===== src/rtl/func_pool_scheduler.sv =====
// Round-robin scheduler sharing NINST identical HLS child instances between PARENT callers.
// Optional per-instance watchdog enabled by defining FUNC_POOL_TIMEOUT_EN.
module func_pool_scheduler #(
    parameter int PARENT     = 4,
    parameter int NINST      = 4,
    parameter int ARG_DW     = 64,
    parameter int LOG_PARENT = (PARENT == 1) ? 1 : $clog2(PARENT),
    parameter int LOG_INST   = (NINST == 1) ? 1 : $clog2(NINST),
    parameter int TIMEOUT_W  = 16,
    localparam int CNT_W     = $clog2(NINST + 1)
) (
    input  logic                     clk,
    input  logic                     rstn,
    input  logic [PARENT-1:0]        req_vld_i,
    output logic [PARENT-1:0]        req_rdy_o,
    input  logic [PARENT*ARG_DW-1:0] req_args_i,
    output logic [NINST-1:0]         inst_start_o,
    output logic [NINST-1:0]         inst_ce_o,
    output logic [ARG_DW-1:0]        inst_args_o,
    output logic [LOG_PARENT-1:0]    inst_parent_o,
    input  logic [NINST-1:0]         inst_done_i,
    output logic                     grant_vld_o,
    output logic [LOG_PARENT-1:0]    grant_parent_o,
    output logic [LOG_INST-1:0]      grant_inst_o,
    output logic [CNT_W-1:0]         busy_cnt_o,
    input  logic [TIMEOUT_W-1:0]     timeout_cyc_i,
    output logic                     timeout_o,
    output logic [LOG_INST-1:0]      timeout_inst_o
);

    typedef enum logic [1:0] {
        ST_IDLE  = 2'd0,
        ST_START = 2'd1,
        ST_RUN   = 2'd2
    } inst_state_t;

    inst_state_t                 r_state     [NINST];
    inst_state_t                 w_state_nxt [NINST];
    logic [NINST-1:0]            w_free;
    logic [NINST-1:0]            w_expire;
    logic [LOG_INST-1:0]         w_alloc;
    logic                        w_any_free;
    logic [LOG_PARENT-1:0]       w_sel;
    logic                        w_sel_vld;
    logic [LOG_PARENT-1:0]       w_sel_hi;
    logic                        w_sel_hi_vld;
    logic [LOG_PARENT-1:0]       w_sel_lo;
    logic                        w_sel_lo_vld;
    logic [ARG_DW-1:0]           w_sel_args;
    logic                        w_accept;
    logic [CNT_W-1:0]            w_busy_nxt;

    logic [LOG_PARENT-1:0]       r_rr;
    logic [ARG_DW-1:0]           r_args;
    logic [LOG_PARENT-1:0]       r_parent;
    logic                        r_grant_vld;
    logic [LOG_PARENT-1:0]       r_grant_parent;
    logic [LOG_INST-1:0]         r_grant_inst;
    logic [CNT_W-1:0]            r_busy_cnt;

    // Lowest-index free instance, taken from registered state only.
    always_comb begin
        w_free  = '0;
        w_alloc = '0;
        for (int i = NINST - 1; i >= 0; i--) begin
            w_free[i] = (r_state[i] == ST_IDLE);
            if (r_state[i] == ST_IDLE) w_alloc = LOG_INST'(i);
        end
        w_any_free = |w_free;
    end

    // Cyclic search from rr: first requester at or above rr, else the lowest requester.
    always_comb begin
        w_sel_hi     = '0;
        w_sel_hi_vld = 1'b0;
        w_sel_lo     = '0;
        w_sel_lo_vld = 1'b0;
        for (int p = PARENT - 1; p >= 0; p--) begin
            if (req_vld_i[p]) begin
                w_sel_lo     = LOG_PARENT'(p);
                w_sel_lo_vld = 1'b1;
                if (p >= int'(r_rr)) begin
                    w_sel_hi     = LOG_PARENT'(p);
                    w_sel_hi_vld = 1'b1;
                end
            end
        end
        w_sel     = w_sel_hi_vld ? w_sel_hi : w_sel_lo;
        w_sel_vld = w_sel_lo_vld;
    end

    // NOTE: rdy is combinational and already qualified by vld, so accept needs no extra gating.
    always_comb begin
        req_rdy_o  = '0;
        w_sel_args = '0;
        for (int p = 0; p < PARENT; p++) begin
            if (p == int'(w_sel)) begin
                req_rdy_o[p] = w_sel_vld & w_any_free;
                w_sel_args   = req_args_i[p*ARG_DW +: ARG_DW];
            end
        end
        w_accept = w_sel_vld & w_any_free;
    end

    always_comb begin
        w_busy_nxt = '0;
        for (int i = 0; i < NINST; i++) begin
            w_state_nxt[i] = r_state[i];
            case (r_state[i])
                ST_IDLE:  if (w_accept && (int'(w_alloc) == i)) w_state_nxt[i] = ST_START;
                ST_START: w_state_nxt[i] = ST_RUN;
                ST_RUN:   if (inst_done_i[i] || w_expire[i]) w_state_nxt[i] = ST_IDLE;
                default:  w_state_nxt[i] = ST_IDLE;
            endcase
            if (w_state_nxt[i] != ST_IDLE) w_busy_nxt = w_busy_nxt + CNT_W'(1);
        end
    end

    // NOTE: the per-instance state array is reset explicitly; ce must drop the moment rstn falls.
    always_ff @(posedge clk or negedge rstn) begin
        if (!rstn) begin
            for (int i = 0; i < NINST; i++) r_state[i] <= ST_IDLE;
        end else begin
            for (int i = 0; i < NINST; i++) r_state[i] <= w_state_nxt[i];
        end
    end

    always_ff @(posedge clk or negedge rstn) begin
        if (!rstn) begin
            r_rr           <= '0;
            r_args         <= '0;
            r_parent       <= '0;
            r_grant_vld    <= 1'b0;
            r_grant_parent <= '0;
            r_grant_inst   <= '0;
            r_busy_cnt     <= '0;
        end else begin
            r_grant_vld <= w_accept;
            r_busy_cnt  <= w_busy_nxt;
            if (w_accept) begin
                r_rr           <= (int'(w_sel) == PARENT - 1) ? '0 : w_sel + 1'b1;
                r_args         <= w_sel_args;
                r_parent       <= w_sel;
                r_grant_parent <= w_sel;
                r_grant_inst   <= w_alloc;
            end
        end
    end

    always_comb begin
        for (int i = 0; i < NINST; i++) begin
            inst_start_o[i] = (r_state[i] == ST_START);
            inst_ce_o[i]    = (r_state[i] == ST_START) || (r_state[i] == ST_RUN);
        end
    end

    assign inst_args_o    = r_args;
    assign inst_parent_o  = r_parent;
    assign grant_vld_o    = r_grant_vld;
    assign grant_parent_o = r_grant_parent;
    assign grant_inst_o   = r_grant_inst;
    assign busy_cnt_o     = r_busy_cnt;

`ifdef FUNC_POOL_TIMEOUT_EN
    logic [TIMEOUT_W-1:0] r_wd_cnt [NINST];
    logic                 r_timeout;
    logic [LOG_INST-1:0]  r_timeout_inst;
    logic [LOG_INST-1:0]  w_to_inst;

    // Expiry when the count would reach 0 this RUN cycle; a load of 0 never expires.
    always_comb begin
        w_to_inst = '0;
        for (int i = NINST - 1; i >= 0; i--) begin
            w_expire[i] = (r_state[i] == ST_RUN) && (r_wd_cnt[i] == TIMEOUT_W'(1)) && !inst_done_i[i];
            if (w_expire[i]) w_to_inst = LOG_INST'(i);
        end
    end

    always_ff @(posedge clk or negedge rstn) begin
        if (!rstn) begin
            for (int i = 0; i < NINST; i++) r_wd_cnt[i] <= '0;
            r_timeout      <= 1'b0;
            r_timeout_inst <= '0;
        end else begin
            for (int i = 0; i < NINST; i++) begin
                if (w_accept && (int'(w_alloc) == i)) r_wd_cnt[i] <= timeout_cyc_i;
                else if ((r_state[i] == ST_RUN) && (r_wd_cnt[i] != '0)) r_wd_cnt[i] <= r_wd_cnt[i] - 1'b1;
            end
            r_timeout <= |w_expire;
            if (|w_expire) r_timeout_inst <= w_to_inst;
        end
    end

    assign timeout_o      = r_timeout;
    assign timeout_inst_o = r_timeout_inst;
`else
    logic w_unused_timeout;

    assign w_expire         = '0;
    assign w_unused_timeout = ^timeout_cyc_i;
    assign timeout_o        = 1'b0;
    assign timeout_inst_o   = '0;
`endif

endmodule


===== config.mk =====
export PLATFORM = sky130hd
export DESIGN_NAME = func_pool_scheduler
export DESIGN_NICKNAME = d
export VERILOG_FILES = /design/src/rtl/func_pool_scheduler.sv
export SDC_FILE = /design/constraint.sdc
export NUM_CORES = 1
export LEC_CHECK = 0
export CORE_AREA = 2 2 144 146
export DETAILED_ROUTE_END_ITERATION = 8
export DIE_AREA = 0 0 146 148
export GPL_ROUTABILITY_DRIVEN = 0
export PLACE_DENSITY_LB_ADDON = 0.08
export SLEW_MARGIN = 20
export SYNTH_ARGS = -nofsm -noshare
export SYNTH_HDL_FRONTEND = slang
export SYNTH_SLANG_ARGS = --single-unit

===== constraint.sdc =====
create_clock -name clk -period 3.25 [get_ports clk]
set_clock_uncertainty 0.05 [all_clocks]
set_input_delay 0.65 -clock clk [delete_from_list [all_inputs] [get_ports clk]]
set_output_delay 0.65 -clock clk [all_outputs]
set_load 0.005 [all_outputs]

-- Word level (Yosys, flattened, before mapping)
Cells that the tools add are included.
- register bits: 82
- bits of input ports: 282
- output and inout bits: 89
- logic and storage cells: 102
- add/sub/neg operators: 4
- $lt $le $gt $ge: 3
- equality and inequality tests: 15
- muxes and demuxes: 50
- bitwise operators: 1
- reduce and logical (&&, ||, !) cells: 19
- operators by type and width (kind ; count):
    $mux 64 ; 4
    $mux 2 ; 24
    $pmux 2 s3 ; 4
    $mux 1 ; 15
    $eq 2x1->1 const B ; 6
    $eq 2x2->1 const B ; 6
    $logic_not 2->1 ; 6
    $add 3x1->3 const B ; 3
    $mux 3 ; 3
    $reduce_bool 2->1 ; 4
    $eq 2x2->1 const A ; 2
    $ge 1x2->1 const A ; 2
    $logic_and 1x1->1 ; 4
    $logic_or 1x1->1 ; 4
    $reduce_or 4->1 ; 1
    $add 2x1->2 const B ; 1
    $eq 1x2->1 const A ; 1
    $ge 2x2->1 const A ; 1
    $and 1x1->1 ; 1

-- Longest topological paths before layout
Gate-level depths: netlist of run 1.
- depth after elaboration: 17
- mapped depth: 13
- gate-level depth less buffers: 13

-- Worst setup path after synthesis of run 1
OpenSTA, ideal clock, no wires.
- kind: input -> register
- start: in req_vld_i[3]
- end: reg r_busy_cnt[2] (netlist: busy_cnt_o[2])
- setup time: 0.122 ns
- data arrival time: 2.769 ns
- data required time: 3.078 ns
- slack: 0.309 ns
- cell stages on the path: 10
- buffers on the path: 0
- cells stage by stage: or4_1 -> o21ai_1 -> a21oi_1 -> nor2_1 -> ha_1 -> xor2_1 -> ha_1 -> inv_1 -> o41a_1 -> o2bb2ai_1
- RTL lines (element ; line ; source):
    start, declared ; 14 ; input logic [PARENT-1:0] req_vld_i,
    end signal, assigned ; 139 ; r_busy_cnt <= w_busy_nxt;
    end, declared ; 59 ; logic [CNT_W-1:0] r_busy_cnt;

-- Final worst setup path of run 1
- start: in req_vld_i[2]
- end: out req_rdy_o[1]
- word-level cells in the longest chain between the ends: 8
- ends and longest elaborated chain (element ; line ; source):
    $mux 2 / $mux 1 (equally long branches) ; 79 ; if (req_vld_i[p]) begin
    $mux 2 / $mux 1 (equally long branches) ; 82 ; if (p >= int'(r_rr)) begin
    $mux 2 / $mux 1 (equally long branches) ; 79 ;
    $mux 2 / $mux 1 (equally long branches) ; 82 ;
    $mux 2 / $mux 1 (equally long branches) ; 79 ;
    $mux 2 ; 88 ; w_sel = w_sel_hi_vld ? w_sel_hi : w_sel_lo;
    $eq 2x2->1 ; 97 ; if (p == int'(w_sel)) begin
    $mux 1 (*) ; 97 ;
    end, declared ; 15 ; output logic [PARENT-1:0] req_rdy_o,
Every way passes the cells marked *; elsewhere a longest branch is shown, timed or not.

==> results.cfg, run 1 <==
[run_status]
outcome = completed

[global_route]
grt_pass1_wl_um = 35000
first_global_vias = 6352
grt_use_total = 0.206
overflow = 0
antenna_found_initial = 3
grt_start_max_net_pins = 85

[synthesis]
yosysWarnings = 0
yosysUniqueCellTypes = 43
synthFlopType = dfrtp_1
synth_area_leaders = dfrtp_1 (36%), a21oi_1 (12%), nand2_1 (9.2%)
yosys.area.top_type_share = 0.355
syn_avg_cell_area_sq_um = 7.98
synth-seq-cells = 82
ys_seq_area_frac = 0.355
synthCells = 724
synth_top_area_cell = dfrtp_1
syn_area_sq_um = 5780
synthArstFlopShare = 1.00
synth-edff-count = 0

[die]
fp-row-count = 52
die_h_um = 148
start_util = 0.288
io_pins = 371
coreArea_sq_um = 20000
fp.dieW_um = 146
die-area_sq_um = 21600

[clock_tree]
cts-root-buf = clkbuf_16
cts_made_buffers = 9
holdBufCountCts = 0
cts.reportedPaths.clkPinSlew_ns = 0.07
clock-sinks = 82
cts_tree = yes
clk_path_buf_depth = 2
htreeDepth = 3
clock_latency_ns = 0.35

[setup_path]
crit_family = buffers and inverters
path_max_fanout = 4
cp-end-kind = primary output
crit_buf_inv = 5
crit_type = input port to primary output
cp-start-kind = input port
crit_path_frequent_cell = buf_4
cp_data_arrival_time_ns = 2.42
reg2reg_depth = 12
required_ns = 2.55
critPathSlowestCell = clkdlybuf4s50_1
path_cells = clkdlybuf4s50_1 -> buf_4 -> a21boi_1 -> o22ai_2 -> buf_4 -> buf_4 -> ha_4 -> and2_1 -> dlygate4sd2_1
cpPeakStageDelay_ns = 0.48
worst-path-stages = 9

[drt]
drt_iter0_drc = 228
ant_nets = 0
routedWlPerCell_um = 16.9
drc_errors = 0
first_pass_iters = 4
viasPerCell = 4.83
vias = 6425
wl_um = 22500

[placed_design]
place.port_buffers = 351
hpwl_um = 17000
dp_cells = 1309
dp_slack_ns = -0.214

[pwr]
p_per_area_nw_per_um2 = 781
p_leak_nw = 3.85
peakVddDrop_mv = 0.394

[cells_and_area]
drive_gt1_frac = 0.0616
final_core_util = 0.501
final_nets = 1357
final_cells = 1329
syn_to_final_growth_pct = 73.7

[timing]
rsz0062_at_grt = false
clock.fmax_ghz = 0.321
relSlewSlack = 0.515
setup_viol = 0
postLayoutSetupSlackWorst_ns = 0.131
fin_crit_ns = 3.12
setup_tns_ns = 0
whs_ns = 0.208
hold_viol_final = 0
post-route-period-util = 0.960
tightest_slew_ns = 0.728
drv_slew = 0

[hold_path]
hold_path_class = input port to asynchronous set/reset pin

[job]
drv_cap = 0
## worst paths after layout
check	from	to	slack (ns)
worst max-delay path	req_vld_i[2]	req_rdy_o[1]	0.13
worst min-delay path	rstn	busy_cnt_o[1]	0.21
worst max register to register	r_state[6]	busy_cnt_o[2]	0.51
worst min register to register	grant_inst_o[1]	grant_inst_o[1]	0.43
max in group asynchronous	rstn	inst_args_o[37]	2.28
min in group clk	grant_inst_o[1]	grant_inst_o[1]	0.43
## repair_timing
item / 4_1_cts / 5_1_grt
pin swaps: 0 / 3
buffers inserted: 1 / 0
gates resized for setup: 9 / 5
setup endpoints to repair: 4 / 4
## layout by cell type (no fill, tap or decap), drive strengths merged, types with 3 or more instances in the layout
master           n
and2             4
nand2          142
dfrtp           82
o21ai            9
inv             17
clkbuf          10
clkinv           3
nand2b           3
nor2             9
ha              24
o21a            65
conb             3
dlymetal6s2s     3
nor2b            4
o211ai          64
dlygate4sd2      3
clkdlybuf4s50  344
buf             33
a21oi          138
nand3            3
nand3b          67
diode            3
## sequential cells by signal, summed over array words and instances (netlist names)
signal          flops
grant_parent_o      2
grant_inst_o        2
r_rr                2
r_state             8
grant_vld_o         1
inst_args_o        64
busy_cnt_o          3
## worst register-to-register path, stage by stage (launching register included)
cell       delay (ns)
dfrtp_1          0.41
inv_1            0.11
ha_1             0.29
nor2_1           0.13
nand3_1          0.10
a21oi_1          0.21
nor2_1           0.08
ha_1             0.33
xor2_2           0.18
ha_1             0.18
inv_1            0.04
o41a_1           0.39
o2bb2ai_1        0.12
## per-layer routing
metal	track usage	part of all wire
met4	0.0617	0.019
met3	0.0691	0.090
met2	0.354	0.48
met1	0.246	0.41
met5	0	0.00058
## cell families after synthesis
logic type                 synth area share
AOI/OAI and AO/OA                     0.308
and+or+nand+nor                       0.214
buffers and inverters                0.0611
DFF                                   0.355
adders and majority gates            0.0520
muxes                               0.00563
xor gates and xnor gates            0.00303
other                              0.000649
## synthesized netlist by cell type (all sizes together), types with 2 or more instances
| cell type | number |
|---|---|
| o22ai | 2 |
| nor2b | 4 |
| nor3 | 2 |
| o21a | 65 |
| nor2 | 9 |
| buf | 24 |
| nand2 | 142 |
| nand3 | 3 |
| a21oi | 138 |
| ha | 24 |
| or4 | 2 |
| and2 | 4 |
| and3b | 2 |
| nand2b | 3 |
| clkbuf | 45 |
| o21ai | 9 |
| a21o | 2 |
| mux2 | 2 |
| inv | 16 |
| nand3b | 67 |
| dfrtp | 82 |
| o211ai | 64 |
## power by group
part           total [mW]  internal, mW  switching [mW]
registers            1.81          1.51           0.292
logic                4.97          2.68            2.28
clock network        1.06         0.618           0.446
total                7.84          4.81            3.02
## final cells by class
cell class / instances / area [sq um]
fillers: 1990 / 10000
repair buffers: 383 / 3820
multi-input cells: 559 / 3450
flip-flops and latches: 82 / 2050
well taps: 270 / 338
clock buffers: 10 / 239
clock inverters: 6 / 65.1
inverters: 16 / 62.6
diodes: 3 / 7.51
## metrics by stage
step / power (mW) / cell area [sq um]
after CTS: 7.96 / 10000
after global placement: 6.81 / 9680
after floorplan: 4.54 / 5780
after global routing: 8.57 / 10000
final: 7.84 / 10000
after detailed placement: 6.84 / 9680
Note: power is estimated with default switching activity, not from simulation.
==> run 2: changes to the inputs <==
- ABC_AREA: unset -> 1
- CORE_AREA: 2 2 144 146 -> 2 2 145 147
- DIE_AREA: 0 0 146 148 -> 0 0 147 149
- GPL_ROUTABILITY_DRIVEN: 0 -> unset
- SETUP_SLACK_MARGIN: unset -> 0.4
==> results.cfg, run 2 <==
[setup_path]
reg2reg_depth = 15
reg2reg_from = r_state[0]
required_ns = 2.55
path_max_fanout = 4
worst-path-stages = 10
crit_type = input port to primary output
cp_data_arrival_time_ns = 2.01
critPathSlowestCell = dlygate4sd2_1
crit_family = buffers and inverters
cp-start-kind = input port
crit_buf_inv = 4
r2r-end = busy_cnt_o[1]
cp-end-kind = primary output
r2r_slack_ns = 0.73
cpPeakStageDelay_ns = 0.27
path_cells = dlygate4sd2_1 -> a21boi_4 -> nor2_4 -> o211ai_1 -> nand2_1 -> buf_6 -> ha_2 -> inv_1 -> nor2_1 -> clkdlybuf4s15_2

[run_status]
outcome = completed

[drt]
vias = 6434
first_pass_iters = 5
viasPerCell = 4.72
wl_um = 24000
drt_iter0_drc = 242
routedWlPerCell_um = 17.6
ant_nets = 0
drc_errors = 0

[timing]
hold_viol_final = 0
fin_crit_ns = 2.71
tightest_slew_ns = 0.814
post-route-period-util = 0.835
drv_slew = 0
clock.fmax_ghz = 0.369
rsz0062_at_grt = false
relSlewSlack = 0.458
setup_viol = 0
whs_ns = 0.276

[job]
drv_cap = 0

[global_route]
grt_use_total = 0.214
grt_pass1_wl_um = 36300
overflow = 0
antenna_found_initial = 2
grt_start_max_net_pins = 65
first_global_vias = 6426

[clock_tree]
cts.reportedPaths.clkPinSlew_ns = 0.07
clock-sinks = 82
cts_made_buffers = 9
clock_latency_ns = 0.34
cts_tree = yes
htreeDepth = 3
holdBufCountCts = 0
clk_path_buf_depth = 2
cts-root-buf = clkbuf_16

[synthesis]
yosysWarnings = 0
yosysMostFrequentCell = nand2_1
syn_avg_cell_area_sq_um = 7.66
synth_top_area_cell = dfrtp_1
synthFlopType = dfrtp_1
synth_area_leaders = dfrtp_1 (35%), nand2_1 (15%), o211ai_2 (13%)
netlist_top_cells_count = nand2_1 (237), dfrtp_1 (82), o21ai_0 (74)
synthArstFlopShare = 1.00
ys_seq_area_frac = 0.353
synth-seq-cells = 82
yosys.area.top_type_share = 0.353
syn_area_sq_um = 5810
synth-edff-count = 0
yosysUniqueCellTypes = 28
synthCells = 758

[pwr]
peakVddDrop_mv = 0.447
p_total_mw = 8.47
p_per_area_nw_per_um2 = 858
p_leak_nw = 4.29

[cells_and_area]
syn_to_final_growth_pct = 70.0
final_cells = 1364
final_common_cell = clkdlybuf4s50_1
largest_reg_flops = 64
fin_area_sq_um = 9870
n_fill_cell = 2022
most-common-layout-cells = clkdlybuf4s50_1 (342), nand2_1 (237), dfrtp_1 (82), o21ai_0 (74), nand3_1 (71)
drive_gt1_frac = 0.109
final_nets = 1388

[die]
die_h_um = 149
start_util = 0.283
die-area_sq_um = 21900
fp-row-count = 53
fp.dieW_um = 147
coreArea_sq_um = 20600
io_pins = 371

[placed_design]
placedInstanceArea_sq_um = 9550
place.port_buffers = 351
routabilityCongestion = 0.800
dp_cells = 1345
hpwl_um = 16900

[hold_path]
hold_path_class = input port to asynchronous set/reset pin
## run 2: area by class of cell
type                    count  area [sq um]  area share
repair buffers            373          3750       0.380
multi-input cells         572          3250       0.330
clock buffers              14           264      0.0267
well taps                 275           344      0.0348
inverters                  44           168      0.0170
diodes                      2          5.00    0.000507
flip-flops and latches     82          2050       0.208
clock inverters             2          35.0     0.00355
## run 2: worst max-delay path by stage
stage	startpoint	end
5_1_grt	req_vld_i[2]	req_rdy_o[0]
3_3_place_gp	req_vld_i[2]	req_rdy_o[3]
2_1_floorplan	req_vld_i[2]	req_rdy_o[2]
4_1_cts	req_vld_i[3]	req_rdy_o[1]
3_5_place_dp	req_vld_i[2]	req_rdy_o[1]
6_report	req_vld_i[2]	req_rdy_o[0]
## run 2: per-layer routing
layer / up-vias / global-route usage / wire [um]
met3: 30 / 0.0529 / 1620
met5: - / 0 / 0
met2: 224 / 0.380 / 11900
met1: 2973 / 0.254 / 9880
met4: 0 / 0.0750 / 581
li1: 3207 / - / -
## run 2: cell families (layout without fill, tap and decap cells)
kind of cell	count (synthesis)	count (layout)	synth area share
AO/OA/AOI/OAI	212	212	0.266
adder cells (fa/ha/maj)	24	24	0.0517
buffers and inverters	106	433	0.0933
flip-flops	82	82	0.353
other	1	5	0.000646
AND/OR/NAND/NOR	333	333	0.236
## run 2: what timing repair did
item,4_1_cts,5_1_grt
buffers inserted,0,1
setup endpoints to repair,24,62
gates resized for setup,18,8
pin swaps,1,2
## run 2: power by group
part / leakage [nW] / internal [mW] / total, mW / switching [mW]
sequential: 1.02 / 1.53 / 1.82 / 0.284
combinational: 3.12 / 2.63 / 5.57 / 2.94
clock: 0.147 / 0.639 / 1.08 / 0.441
total: 4.29 / 4.80 / 8.47 / 3.67
## run 2: per-stage QoR
stage	util	setup WS, ns	TNS (ns)
floorplan	-	0.623	0
global placement	0.465	-0.104	-0.612
CTS	0.479	0.337	0
global route	0.480	0.416	0
detailed placement	0.465	-0.124	-0.584
finish	0.480	0.537	0
